--- config.mk ---
export PLATFORM = sky130hd
export DESIGN_NAME = step_clock_ctrl
export DESIGN_NICKNAME = d
export VERILOG_FILES = /design/src/rtl/clk_ctrl_pkg.sv /design/src/rtl/push_debounce.sv /design/src/rtl/step_clock_ctrl.sv
export SDC_FILE = /design/constraint.sdc
export NUM_CORES = 1
export LEC_CHECK = 0
export BUFFER_PORTS_ARGS = -buffer_cell sky130_fd_sc_hd__buf_4
export CORE_MARGIN = 2
export CORE_UTILIZATION = 51
export CTS_BUF_LIST = sky130_fd_sc_hd__clkbuf_8
export DETAILED_ROUTE_END_ITERATION = 6
export GPL_ROUTABILITY_DRIVEN = 0
export GPL_TIMING_DRIVEN = 1
export PLACE_DENSITY = 0.81
export SLEW_MARGIN = 30
export SYNTH_ARGS = -nofsm -noshare
export SYNTH_HDL_FRONTEND = slang
export SYNTH_HIERARCHICAL = 1
export SYNTH_SLANG_ARGS = --single-unit
--- constraint.sdc ---
create_clock -name clk -period 2.2 [get_ports clk]
set_clock_uncertainty 0.05 [all_clocks]
set_input_delay 0.11 -clock clk [delete_from_list [all_inputs] [get_ports clk]]
set_output_delay 0.11 -clock clk [all_outputs]
set_load 0.02 [all_outputs]
--- src/rtl/clk_ctrl_pkg.sv ---
// ============================================================================
// Module : clk_ctrl_pkg
// Brief  : Shared state encodings and defaults for the step clock controller.
// Rev    : 1.0 - initial release
// ============================================================================
`default_nettype none

package clk_ctrl_pkg;

  localparam int c_state_w = 2;

  typedef enum logic [c_state_w-1:0] {
    S_STEP  = 2'd0,
    S_RUN   = 2'd1,
    S_BURST = 2'd2,
    S_HALT  = 2'd3
  } state_t;

  localparam int c_default_debounce_cycles = 4;
  localparam int c_default_run_div         = 4;

endpackage

`default_nettype wire

--- src/rtl/push_debounce.sv ---
// ============================================================================
// Module : push_debounce
// Brief  : 2-FF synchroniser, debounce filter and registered rising-edge press.
// Rev    : 1.0 - initial release
// ============================================================================
`default_nettype none

module push_debounce
  import clk_ctrl_pkg::*;
#(
  parameter int DEBOUNCE_CYCLES = c_default_debounce_cycles
) (
  input  logic clk,
  input  logic rst,
  input  logic push,
  output logic press
);

  localparam int              c_cnt_w    = $clog2(DEBOUNCE_CYCLES + 1);
  localparam logic [c_cnt_w-1:0] c_cnt_last = c_cnt_w'(DEBOUNCE_CYCLES - 1);

  logic               sync1_q, sync1_d;
  logic               sync2_q, sync2_d;
  logic               level_q, level_d;
  logic               level_prev_q, level_prev_d;
  logic               press_q, press_d;
  logic [c_cnt_w-1:0] cnt_q, cnt_d;

  // The counter tracks consecutive samples that disagree with the accepted level.
  always_comb begin
    sync1_d      = push;
    sync2_d      = sync1_q;
    level_d      = level_q;
    cnt_d        = '0;
    if (sync2_q != level_q) begin
      if (cnt_q == c_cnt_last) begin
        level_d = sync2_q;
      end else begin
        cnt_d = cnt_q + 1'b1;
      end
    end
    level_prev_d = level_q;
    press_d      = level_q & ~level_prev_q;
  end

  always_ff @(posedge clk) begin
    if (rst) begin
      sync1_q      <= 1'b0;
      sync2_q      <= 1'b0;
      level_q      <= 1'b0;
      level_prev_q <= 1'b0;
      press_q      <= 1'b0;
      cnt_q        <= '0;
    end else begin
      sync1_q      <= sync1_d;
      sync2_q      <= sync2_d;
      level_q      <= level_d;
      level_prev_q <= level_prev_d;
      press_q      <= press_d;
      cnt_q        <= cnt_d;
    end
  end

  assign press = press_q;

endmodule

`default_nettype wire

--- src/rtl/step_clock_ctrl.sv ---
// ============================================================================
// Module : step_clock_ctrl
// Brief  : Run/step sequencer producing a one-cycle SIG clock-enable pulse.
//          Optional burst-per-press mode enabled by macro STEP_BURST_EN.
// Rev    : 1.0 - initial release
// ============================================================================
`default_nettype none

module step_clock_ctrl
  import clk_ctrl_pkg::*;
#(
  parameter int DEBOUNCE_CYCLES = c_default_debounce_cycles,
  parameter int RUN_DIV         = c_default_run_div,
  parameter int CNT_W           = 8
`ifdef STEP_BURST_EN
  ,
  parameter int BURST_LEN       = 3
`endif
) (
  input  logic             clk,
  input  logic             rst,
  input  logic             push,
  input  logic             mode,
  input  logic             overflow,
  output logic             sig,
  output logic             running,
  output logic             halted,
  output logic [CNT_W-1:0] step_cnt
);

  localparam int                 c_div_w    = $clog2(RUN_DIV);
  localparam logic [c_div_w-1:0] c_div_last = c_div_w'(RUN_DIV - 1);

  logic press;

  state_t             state_q, state_d;
  logic [c_div_w-1:0] div_q, div_d;
  logic               sig_q, sig_d;
  logic               running_q, running_d;
  logic               halted_q, halted_d;
  logic [CNT_W-1:0]   step_cnt_q, step_cnt_d;

`ifdef STEP_BURST_EN
  localparam int c_burst_w = $clog2(BURST_LEN + 1);
  logic [c_burst_w-1:0] burst_q, burst_d;
`endif

  push_debounce #(
    .DEBOUNCE_CYCLES (DEBOUNCE_CYCLES)
  ) u_push_debounce (
    .clk   (clk),
    .rst   (rst),
    .push  (push),
    .press (press)
  );

  // Overflow outranks every other event, so it is decoded before the state case.
  always_comb begin
    state_d = state_q;
    div_d   = div_q;
    sig_d   = 1'b0;
`ifdef STEP_BURST_EN
    burst_d = burst_q;
`endif
    if (overflow) begin
      state_d = S_HALT;
      div_d   = '0;
    end else begin
      case (state_q)
        S_STEP: begin
          if (mode) begin
            state_d = S_RUN;
            div_d   = '0;
          end else if (press) begin
            sig_d = 1'b1;
`ifdef STEP_BURST_EN
            if (BURST_LEN > 1) begin
              state_d = S_BURST;
              div_d   = '0;
              burst_d = c_burst_w'(BURST_LEN - 1);
            end
`endif
          end
        end
        S_RUN: begin
          if (!mode) begin
            state_d = S_STEP;
            div_d   = '0;
          end else if (div_q == c_div_last) begin
            sig_d = 1'b1;
            div_d = '0;
          end else begin
            div_d = div_q + 1'b1;
          end
        end
`ifdef STEP_BURST_EN
        S_BURST: begin
          if (div_q == c_div_last) begin
            sig_d   = 1'b1;
            div_d   = '0;
            burst_d = burst_q - 1'b1;
            if (burst_q == c_burst_w'(1)) begin
              state_d = S_STEP;
            end
          end else begin
            div_d = div_q + 1'b1;
          end
        end
`endif
        S_HALT: begin
          if (press) begin
            state_d = mode ? S_RUN : S_STEP;
            div_d   = '0;
          end
        end
        default: begin
          state_d = S_STEP;
          div_d   = '0;
        end
      endcase
    end

    running_d  = (state_d == S_RUN) || (state_d == S_BURST);
    halted_d   = (state_d == S_HALT);
    step_cnt_d = step_cnt_q + {{(CNT_W-1){1'b0}}, sig_d};
  end

  always_ff @(posedge clk) begin
    if (rst) begin
      state_q    <= S_STEP;
      div_q      <= '0;
      sig_q      <= 1'b0;
      running_q  <= 1'b0;
      halted_q   <= 1'b0;
      step_cnt_q <= '0;
`ifdef STEP_BURST_EN
      burst_q    <= '0;
`endif
    end else begin
      state_q    <= state_d;
      div_q      <= div_d;
      sig_q      <= sig_d;
      running_q  <= running_d;
      halted_q   <= halted_d;
      step_cnt_q <= step_cnt_d;
`ifdef STEP_BURST_EN
      burst_q    <= burst_d;
`endif
    end
  end

  assign sig      = sig_q;
  assign running  = running_q;
  assign halted   = halted_q;
  assign step_cnt = step_cnt_q;

endmodule

`default_nettype wire
==> metrics.md, run 1 <==
| Metric | Value |
|---|---|
| Status | completed |
| Drt total wl | 1.50 mm |
| Worst Hold End | u_push_debounce/level_prev_d |
| Crit start category | flip-flop |
| Largest net degree at the start of global routing | 22 |
| Final-stage net count | 120 |
| Top Ports | 16 |
| Initial Utilization | 0.531 |
| Clock sink count | 23 |
| Final HPWL DP | 1.06 mm |
| Antenna violations before repair | 0 |
| Latest clock arrival within the worst-skew pair | 260 ps |
| Post-synthesis area per instance | 10.2 sq um |
| Setup crit end kind | flip-flop |
| Congestion Overflow GR | 0 |
| Clock tree buffer depth | 2 |
| Crit. Startpoint | div_q[0] |
| Crit path kind | flip-flop to flip-flop |
| Worst endpoint required time | 2350 ps |
| Fillers | 154 |
| Static Leak | 0.463 nW |
| Critical R2R Capture | step_cnt[6] |
| Num rows | 15 |
| Root Buffer | clkbuf_8 |
| Setup TNS | 0 ps |
| RSZ-0062 raised after global routing | no |
| CTS Buf Count | 3 |
| CTS clk-pin slew, worst paths | 80 ps |
| Die ar. | 2110 sq um |
| Vias in the first global route | 653 |
| Overall Global Routing Usage | 0.179 |
| Min-delay worst type | primary input to flip-flop |
| Core region area | 1690 sq um |
| Final core occ | 0.649 |
| Reg2reg start | div_q[0] |
| Antenna diode count | 0 |
| Mapped Cells | 88 |
| Reg2Reg Setup Slack | 250 ps |
| H-tree levels | 1 |
| VDD IR-drop max | 580 uV |
| Power Density | 670 nW/um^2 |
| Most common cell after layout, fill and taps aside | dfxtp_1 |
| Die Y-Extent | 45.9 microns |
| Worst hold start | rst |
| MaxCap Viol Count | 0 |
| FF+latch count, synth | 23 |
| Max Freq | 514 MHz |
| Sequential element share of the synthesized area | 0.513 |
| Iteration-0 DRC Markers | 8 |
| Yosys Warn Count | 6 |
| I/O Buffers | 15 |
| Final ANT Viol Nets | 0 |
| Routed length per instance | 12.0 microns |
| Most frequent cells in the layout | dfxtp_1 (23), buf_4 (15), nor2b_1 (8) |
| First-pass GRT wire length | 2.63 mm |
| Relative slew slack | 0.781 |
| Die W | 45.9 microns |
| Tmin final | 1950 ps |
| Drt drc | 0 |
| Layout cell share with drive strength beyond 1 | 0.213 |
| Finish-stage setup viols | 0 |
| Post-Syn Nets | 99 |
| Cell variety after synth | 28 |
| Vias | 681 |
| TritonRoute pass-1 iters | 4 |
| Final hold violations | 0 |
| Hold Crit Depth | 2 |
| CTS tree | done |
| Area grow syn2layout | 22.2% |
| R2R cell count | 8 |
| Critical path fanouts, max | 3 |
| Post-CTS Resized | 0 |
| Worst path arrival time | 2090 ps |
| Slew @ Worst Pin | 327 ps |
| Max-slew violations | 0 |
| Synthesized cell area | 897 sq um |
| Final critical-path share of the clock period | 0.884 |
| Routed vias/inst | 5.45 |
==> Yosys cell counts <==
cell / instances / area [sq um]
xnor2_1: 3 / 26.3
o21ai_0: 3 / 15.0
inv_1: 4 / 15.0
dfxtp_1: 23 / 460
and3b_1: 1 / 8.76
a31oi_1: 1 / 6.26
nor3b_1: 1 / 7.51
a32o_1: 1 / 10.0
and4_1: 1 / 8.76
nand3_1: 3 / 15.0
o22ai_1: 1 / 6.26
nor4_1: 3 / 18.8
mux2i_1: 1 / 10.0
or3_1: 3 / 18.8
nor2b_2: 1 / 8.76
o211ai_1: 1 / 7.51
a21bo_2: 1 / 10.0
nor3_1: 2 / 10.0
nor2_1: 6 / 22.5
xor2_1: 1 / 8.76
nor2b_1: 8 / 50.1
nand4_2: 1 / 12.5
nor4b_2: 1 / 15.0
clkbuf_1: 1 / 3.75
nand2_1: 4 / 15.0
or2_1: 1 / 6.26
ha_1: 6 / 75.1
a21oi_1: 5 / 25.0
==> worst max-delay path, cell delays in order, from the launching register on <==
cell and delay (ps):
dfxtp_1 360, ha_1 170, a31oi_1 100, nor3_1 160
ha_1 230, ha_1 190, nand3_1 130, or3_1 330
a21oi_1 150
==> flip-flops by register name (all words and copies together) (netlist names) <==
signal                        cells
step_cnt                          8
u_push_debounce/cnt_q             3
div_q                             2
state_q                           2
halted                            1
running                           1
sig                               1
u_push_debounce/level_prev_d      1
u_push_debounce/level_prev_q      1
u_push_debounce/press             1
u_push_debounce/sync1_q           1
u_push_debounce/sync2_q           1
==> cell type report <==
type                    count  area, sq um  share of cell area
well taps                  17         21.3              0.0194
inverters                   4         15.0              0.0137
flip-flops and latches     23          460               0.420
clock buffers               3         41.3              0.0377
clock inverters             1         7.51             0.00685
repair buffers             17          133               0.121
multi-input cells          60          418               0.381
==> routing by layer <==
metal | share of wire | GRT usage
met1 | 0.39 | 0.183
met2 | 0.53 | 0.306
met3 | 0.043 | 0.0635
met4 | 0.032 | 0.109
met5 | 0 | 0
==> cell families after synthesis <==
kind of cell / share of synthesized area
and+or+nand+nor: 0.243
DFF: 0.513
AOI/OAI and AO/OA: 0.0893
adders and majority gates: 0.0837
buffers and inverters: 0.0209
xor gates and xnor gates: 0.0391
muxes: 0.0112
==> per-stage QoR <==
stage               worst slack [ps]  cells  hold WS [ps]  total power (W)  area [sq um]
finish                           254    125           123         0.000735          1100
global route                    28.7    125           138         0.000766          1100
CTS                              244    124        0.0729         0.000740          1090
detailed placement               271    119           261         0.000481          1030
global placement                 351    119           263         0.000480          1030
floorplan                        405     88           130         0.000462           897
==> worst max-delay path by stage <==
stage               cells after the start           to
global route                            8  step_cnt[6]
finish                                  8  step_cnt[6]
floorplan                               8  step_cnt[6]
global placement                        8  step_cnt[6]
CTS                                     8  step_cnt[6]
detailed placement                      8  step_cnt[6]
==> power by group <==
| part | switching, W | internal (W) | total (W) |
|---|---|---|---|
| registers | 0.00000633 | 0.000424 | 0.000431 |
| logic | 0.0000238 | 0.0000208 | 0.0000446 |
| clock network | 0.000131 | 0.000128 | 0.000259 |
| total | 0.000161 | 0.000573 | 0.000735 |
==> timing repair <==
item / 4_1_cts / 5_1_grt
hold endpoints to repair: 1 / 1
hold buffers: 1 / 1
buffers inserted: 0 / 0
Power figures use the tool's default switching activity.
==> run 2: changes to the inputs <==
--- a/config.mk
+++ b/config.mk
@@ -7,12 +7,13 @@
 export LEC_CHECK = 0
 export BUFFER_PORTS_ARGS = -buffer_cell sky130_fd_sc_hd__buf_4
 export CORE_MARGIN = 2
-export CORE_UTILIZATION = 51
+export CORE_UTILIZATION = 56
 export CTS_BUF_LIST = sky130_fd_sc_hd__clkbuf_8
 export DETAILED_ROUTE_END_ITERATION = 6
 export GPL_ROUTABILITY_DRIVEN = 0
 export GPL_TIMING_DRIVEN = 1
-export PLACE_DENSITY = 0.81
+export PLACE_DENSITY = 0.87
+export RECOVER_POWER = 25
 export SLEW_MARGIN = 30
 export SYNTH_ARGS = -nofsm -noshare
 export SYNTH_HDL_FRONTEND = slang
==> run 2 against run 1 <==
Net effect: register-to-register slack got worse by 40 ps; critical path depth did not move; via count fell by 2.6%; maximum frequency fell by 2.0%; critical path type unchanged; power fell by 3.1%.
==> metrics.md, run 2 (synthesized netlist as in run 1, its figures left out) <==
| Metric | Value |
|---|---|
| Drt drc | 0 (unchanged) |
| Crit-path cells | nor3b_1 -> a31oi_1 -> nor3_1 -> ha_1 -> ha_1 -> nand3_1 -> or3_1 -> a21oi_1 |
| Largest net degree at the start of global routing | 22 (unchanged) |
| Slew @ Worst Pin | 879 ps (+553 ps) |
| Hold Crit Depth | 2 (unchanged) |
| I/O Buffers | 15 (unchanged) |
| Post-CTS Repair Setup Buffers | 0 (unchanged) |
| Num rows | 14 (-1) |
| Initial Utilization | 0.596 (+0.0644) |
| Reg area | 460 sq um (unchanged) |
| Final-stage net count | 119 (-0.83%) |
| Clock tree buffer depth | 2 (unchanged) |
| Power Density | 670 nW/um^2 (about the same) |
| Most frequent cells in the layout | dfxtp_1 (23), buf_4 (10), nor2b_1 (8) |
| Drt total wl | 1.38 mm (-8.1%) |
| Core region area | 1510 sq um (-11%) |
| Root Buffer | clkbuf_8 |
| Die Y-Extent | 44.0 microns (-4.2%) |
| Vias in the first global route | 589 (-9.8%) |
| Non-Filler Instances | 123 (-1.6%) |
| R2R cell count | 8 (unchanged) |
| Max-slew violations | 0 (unchanged) |
| CTS clk-pin slew, worst paths | 80 ps (about the same) |
| Clock sink count | 23 (unchanged) |
| CTS Buf Count | 3 (unchanged) |
| Switching portion of total power | 0.207 (-0.0131) |
| Die ar. | 1940 sq um (-8.2%) |
| Die W | 44.0 microns (-4.2%) |
| CTS tree | done |
| Relative slew slack | 0.414 (-0.367) |
| VDD IR-drop max | 494 uV (-15%) |
| Placed insts | 118 (-0.84%) |
| RSZ-0062 raised after global routing | no |
| Worst path arrival time | 2110 ps (+20 ps) |
| Layout cell share with drive strength beyond 1 | 0.159 (-0.0541) |
| Most used cell, CP | ha_1 |
| Met3 WL | 92 microns (+42%) |
| M1 wire length | 601 microns (+1.5%) |
| Post-CTS Resized | 0 (unchanged) |
| MaxCap Viol Count | 0 (unchanged) |
| Top sig layer | met3 |
| Routed length per instance | 11.2 microns (-6.6%) |
| Antenna violations before repair | 0 (unchanged) |
| Final critical-path share of the clock period | 0.903 (+0.0184) |
| Overall Global Routing Usage | 0.162 (-0.0166) |
| Max incr delay on CP | 370 ps (about the same) |
| Setup crit end kind | flip-flop |
| Vias | 663 (-2.6%) |
| Routed vias/inst | 5.39 (-1.1%) |
| Static Leak | 0.444 nW (-4.1%) |
| Tmin final | 1990 ps (+40.5 ps) |
| Area grow syn2layout | 18.4% |
| Status | completed |
| Fillers | 118 (-23%) |
| Crit start category | flip-flop |
| H-tree levels | 1 (unchanged) |
| Number of flip-flops in the largest register | 8 (unchanged) |
| Clock power frac | 0.340 (-0.013) |
| Congestion Overflow GR | 0 (unchanged) |
| First-pass GRT wire length | 2.33 mm (-11%) |
| Crit path kind | flip-flop to flip-flop |
| Max Freq | 504 MHz (-2.0%) |
| Final HPWL DP | 1.00 mm (-4.9%) |
| Most common cell after layout, fill and taps aside | dfxtp_1 |
| Finish-stage setup viols | 0 (unchanged) |
| Placed Area | 1030 sq um (-0.12%) |
| Final Instance Area | 1060 sq um (-3.1%) |
| Latest clock arrival within the worst-skew pair | 250 ps (about the same) |
| Sw Pwr | 0.000147 W (-8.9%) |
| Final ANT Viol Nets | 0 (unchanged) |
| Sequential share of power | 0.605 (+0.019) |
| Setup TNS | 0 ps (unchanged) |
| Pint | 0.000565 W (-1.5%) |
| Min-delay worst type | primary input to flip-flop |
| Worst endpoint required time | 2330 ps (-20 ps) |
| Antenna diode count | 0 (unchanged) |
| Slowest-stage cell, CP | dfxtp_1 |
| Combinational group share of total power | 0.055 (-0.006) |
| TritonRoute pass-1 iters | 4 (unchanged) |
| Total power | 0.000712 W (-3.1%) |
| Iteration-0 DRC Markers | 13 (+5) |
| Met2 wire len | 685 microns (-14%) |
| Critical path fanouts, max | 7 (+4) |
| Multi-input logic area | 418 sq um (unchanged) |
| Final hold violations | 0 (unchanged) |
| Top Ports | 16 (unchanged) |
run 2: changes by cell type in the layout (fill, tap and decap cells not counted), sizes merged:
| cell | change |
|---|---|
| clkbuf | +5 |
| buf | -5 |
| inv | +1 |
| clkinvlp | -1 |
| dlygate4sd3 | -1 |
run 2: worst paths after layout:
path	start	to	slack (ps)
hold / removal	push	u_push_debounce/sync1_q	20
setup reg to reg	state_q[0]	step_cnt[6]	210
hold reg to reg	u_push_debounce/level_prev_q	u_push_debounce/press	340
setup / recovery	state_q[0]	step_cnt[6]	210
run 2: critical path: cells and delay by family (launching register included):
family / cells / cell delay [ps]
AND/OR/NAND/NOR: 4 / 840
adder cells (fa/ha/maj): 2 / 430
flip-flops: 1 / 370
AO/OA/AOI/OAI: 2 / 210
run 2: power groups by stage:
stage,Sequential (W),Clock [W],Combinational [W]
finish,0.000431,0.000242,0.0000390
CTS,0.000430,0.000249,0.0000424
detailed placement,0.000440,0,0.0000407
global route,0.000431,0.000265,0.0000445
floorplan,0.000443,0,0.0000194
global placement,0.000440,0,0.0000403
run 2: cell type report:
type | instances | share of cell area
Timing Repair Buffer | 16 | 0.0978
Multi-Input combinational cell | 60 | 0.393
Clock buffer | 3 | 0.0389
Sequential cell | 23 | 0.433
Inverter | 4 | 0.0141
Tap cell | 16 | 0.0188
Clock inverter | 1 | 0.00353
run 2: what timing repair did:
action                     in CTS  in global routing
hold buffers                    1                  0
setup endpoints to repair       0                  0
hold endpoints to repair        1                  0
run 2: per-layer routing:
metal,GRT usage,vias up
li1,-,347
met1,0.189,293
met2,0.282,23
met3,0.0367,0
met4,0.0727,0
met5,0,-
run 2: stage by stage:
| stage | hold slack (ps) | utilization | setup WS (ps) |
|---|---|---|---|
| after floorplan | 130 | - | 405 |
| after detailed placement | 257 | 0.681 | 271 |
| after global placement | 268 | 0.681 | 351 |
| after CTS | 25.0 | 0.718 | 225 |
| final | 21.7 | 0.705 | 214 |
| after global routing | 22.8 | 0.705 | 80.7 |
==> run 3: changes to the inputs <==
--- a/config.mk
+++ b/config.mk
@@ -5,6 +5,7 @@
 export SDC_FILE = /design/constraint.sdc
 export NUM_CORES = 1
 export LEC_CHECK = 0
+export ABC_AREA = 1
 export BUFFER_PORTS_ARGS = -buffer_cell sky130_fd_sc_hd__buf_4
 export CORE_MARGIN = 2
 export CORE_UTILIZATION = 56
@@ -12,7 +13,7 @@
 export DETAILED_ROUTE_END_ITERATION = 6
 export GPL_ROUTABILITY_DRIVEN = 0
 export GPL_TIMING_DRIVEN = 1
-export PLACE_DENSITY = 0.87
+export PLACE_DENSITY = 0.86
 export RECOVER_POWER = 25
 export SLEW_MARGIN = 30
 export SYNTH_ARGS = -nofsm -noshare
==> run 3 against run 2 <==
Net effect: the run now ends with negative hold slack left; global-route usage grew 4.3 points; critical path depth increased by 1; die area is 6.7% higher; synthesized area increased by 7.4%; worst hold slack worse by 24 ps; utilization is 1.4 points higher; final cell count grew 33%; highest routed layer is now met4.
==> metrics.md, run 3 <==
| Metric | Value |
|---|---|
| Status | finished, violations left |
| Failing checks | negative hold slack |
| Ys async rst share | 0 (unchanged) |
| Latest clock arrival within the worst-skew pair | 260 ps (about the same) |
| Hold WS | -2.59 ps (-24.3 ps) |
| Drt drc | 0 (unchanged) |
| Worst endpoint required time | 2280 ps (-50 ps) |
| Min-delay worst type | primary input to flip-flop |
| Power Density | 660 nW/um^2 (-1.5%) |
| Post-CTS Repair Setup Buffers | 0 (unchanged) |
| Static Leak | 0.528 nW (+19%) |
| CTS tree | done |
| Synthesized cell area | 963 sq um (+7.4%) |
| Congestion Overflow GR | 0 (unchanged) |
| Routed length per instance | 10.8 microns (-3.8%) |
| Max Freq | 568 MHz (+13%) |
| Final hold violations | 1 (+1) |
| Setup crit end kind | flip-flop |
| Relative slew slack | 0.529 (+0.115) |
| First-pass GRT wire length | 3.06 mm (+31%) |
| Mapped Cells | 129 (+47%) |
| Max-slew violations | 0 (unchanged) |
| Yosys top cell by area | dfxtp_1 |
| Post-Syn Nets | 140 (+41%) |
| Final Instance Area | 1120 sq um (+5.5%) |
| Worst path arrival time | 1840 ps (-270 ps) |
| Prevailing post-synth register cell | dfxtp_1 |
| Overall Global Routing Usage | 0.205 (+0.0433) |
| Clock tree buffer depth | 2 (unchanged) |
| Num rows | 14 (unchanged) |
| I/O Buffers | 15 (unchanged) |
| Cell variety after synth | 15 (-46%) |
| Synth area leaders | dfxtp_1 (48%), nor2_1 (10%), inv_1 (9.0%) |
| Final HPWL DP | 1.28 mm (+27%) |
| Layout cell share with drive strength beyond 1 | 0.116 (-0.0432) |
| Sequential element share of the synthesized area | 0.478 (-0.0353) |
| Post-CTS Resized | 0 (unchanged) |
| Area grow syn2layout | 16.4% |
| Total power | 0.000740 W (+4.0%) |
| M1 wire length | 736 microns (+22%) |
| Crit start category | flip-flop |
| Final critical-path share of the clock period | 0.800 (-0.103) |
| Met2 wire len | 863 microns (+26%) |
| Final ANT Viol Nets | 0 (unchanged) |
| RSZ-0062 raised after global routing | no |
| Met3 WL | 125 microns (+36%) |
| Commonest cells in the synthesized netlist | nor2_1 (26), dfxtp_1 (23), inv_1 (23), nand2_1 (23), nand3_1 (9) |
| FF+latch count, synth | 23 (unchanged) |
| Final WS setup | 440 ps (+226 ps) |
| VDD IR-drop max | 504 uV (+2.1%) |
| Crit path kind | flip-flop to flip-flop |
| CTS clk-pin slew, worst paths | 80 ps (about the same) |
| Hold_buf cts | 0 (-1) |
| Most common cell in the netlist | nor2_1 |
| Number of flip-flops in the largest register | 8 (unchanged) |
| Iteration-0 DRC Markers | 15 (+2) |
| Placed Area | 1090 sq um (+6.3%) |
| CTS Buf Count | 3 (unchanged) |
| Slew @ Worst Pin | 706 ps (-173 ps) |
| Antenna diode count | 0 (unchanged) |
| Yosys Warn Count | 6 (unchanged) |
| Largest net degree at the start of global routing | 18 (-18%) |
| H-tree levels | 1 (unchanged) |
| Vias in the first global route | 743 (+26%) |
| Die Y-Extent | 45.5 microns (+3.3%) |
| Die W | 45.5 microns (+3.3%) |
| Vias | 831 (+25%) |
| Routed vias/inst | 5.10 (-5.4%) |
| Worst slack at placement | 470 ps (+199 ps) |
| Critical path fanouts, max | 4 (-3) |
| Antenna violations before repair | 0 (unchanged) |
| Post-synthesis area per instance | 7.47 sq um (-27%) |
| EDFF count, synth | 0 (unchanged) |
| Core region area | 1560 sq um (+3.5%) |
| Final-stage net count | 159 (+34%) |
| Initial Utilization | 0.618 (+0.0225) |
| Finish-stage setup viols | 0 (unchanged) |
| TritonRoute pass-1 iters | 4 (unchanged) |
| Top sig layer | met4 |
| Setup TNS | 0 ps (unchanged) |
| Most frequent cells in the layout | nor2_1 (26), inv_1 (24), nand2_1 (23), dfxtp_1 (23), buf_4 (11) |
| Tmin final | 1760 ps (-226 ps) |
| Root Buffer | clkbuf_8 |
| Die ar. | 2070 sq um (+6.7%) |
| Top Ports | 16 (unchanged) |
| Most common cell after layout, fill and taps aside | nor2_1 |
| Area share of the largest cell type after synthesis | 0.478 (-0.0353) |
| Clock sink count | 23 (unchanged) |
| MaxCap Viol Count | 0 (unchanged) |
| Drt total wl | 1.76 mm (+27%) |
-- run 3: cell types whose count changed in the layout (fill, tap and decap cells not counted), sizes merged, moves of 7 or more --
cell	before	now
inv	5	24
nand3	3	10
nor2b	9	0
nor2	6	28
nand2	4	23
-- run 3: final timing paths --
path	from	end	slack [ps]	cells after the start
min reg2reg	u_push_debounce/level_prev_q	u_push_debounce/press	350	1
min	push	u_push_debounce/sync1_q	-3	3
max reg2reg	state_q[0]	step_cnt[4]	440	9
max	state_q[0]	step_cnt[4]	440	9
-- run 3: cells by family (layout without fill, tap and decap cells) --
kind of cell    after synthesis  count (layout)  share of synthesized area
flops                        23              23                      0.478
compound gates               11              11                     0.0597
fa+ha+maj                     6               6                     0.0779
simple gates                 63              63                      0.271
xor+xnor                      2               2                     0.0182
buf+inv                      24              42                     0.0948
-- run 3: per-layer routing --
metal	track usage	up-vias
li1	-	431
met1	0.237	365
met2	0.352	30
met3	0.0397	5
met4	0.112	0
met5	0	-
-- run 3: report_power, final --
part / leakage [nW] / total, W / switching, W / internal, W
registers: 0.187 / 0.000431 / 0.00000538 / 0.000426
logic: 0.314 / 0.0000537 / 0.0000345 / 0.0000192
clock network: 0.0269 / 0.000256 / 0.000131 / 0.000125
-- run 3: cell type report --
class,count,area [sq um]
fillers,125,438
well taps,16,20.0
multi-input cells,82,412
clock inverters,1,3.75
inverters,23,86.3
clock buffers,3,41.3
flip-flops and latches,23,460
repair buffers,15,97.6
-- run 3: critical path: stages, from the launching register on --
cell	delay, ps
dfxtp_1	350
inv_1	60
nor2_1	150
nand3_1	110
a21oi_1	140
ha_1	200
ha_1	230
nand3_1	110
xor2_1	170
nor2_1	60
-- run 3: stage by stage --
stage | util | std cells | hold WS (ps)
after global routing | 0.719 | 163 | 10.1
after detailed placement | 0.700 | 159 | 278
after global placement | 0.700 | 159 | 267
after floorplan | - | 129 | 131
final | 0.719 | 163 | -2.59
after CTS | 0.729 | 163 | 3.48
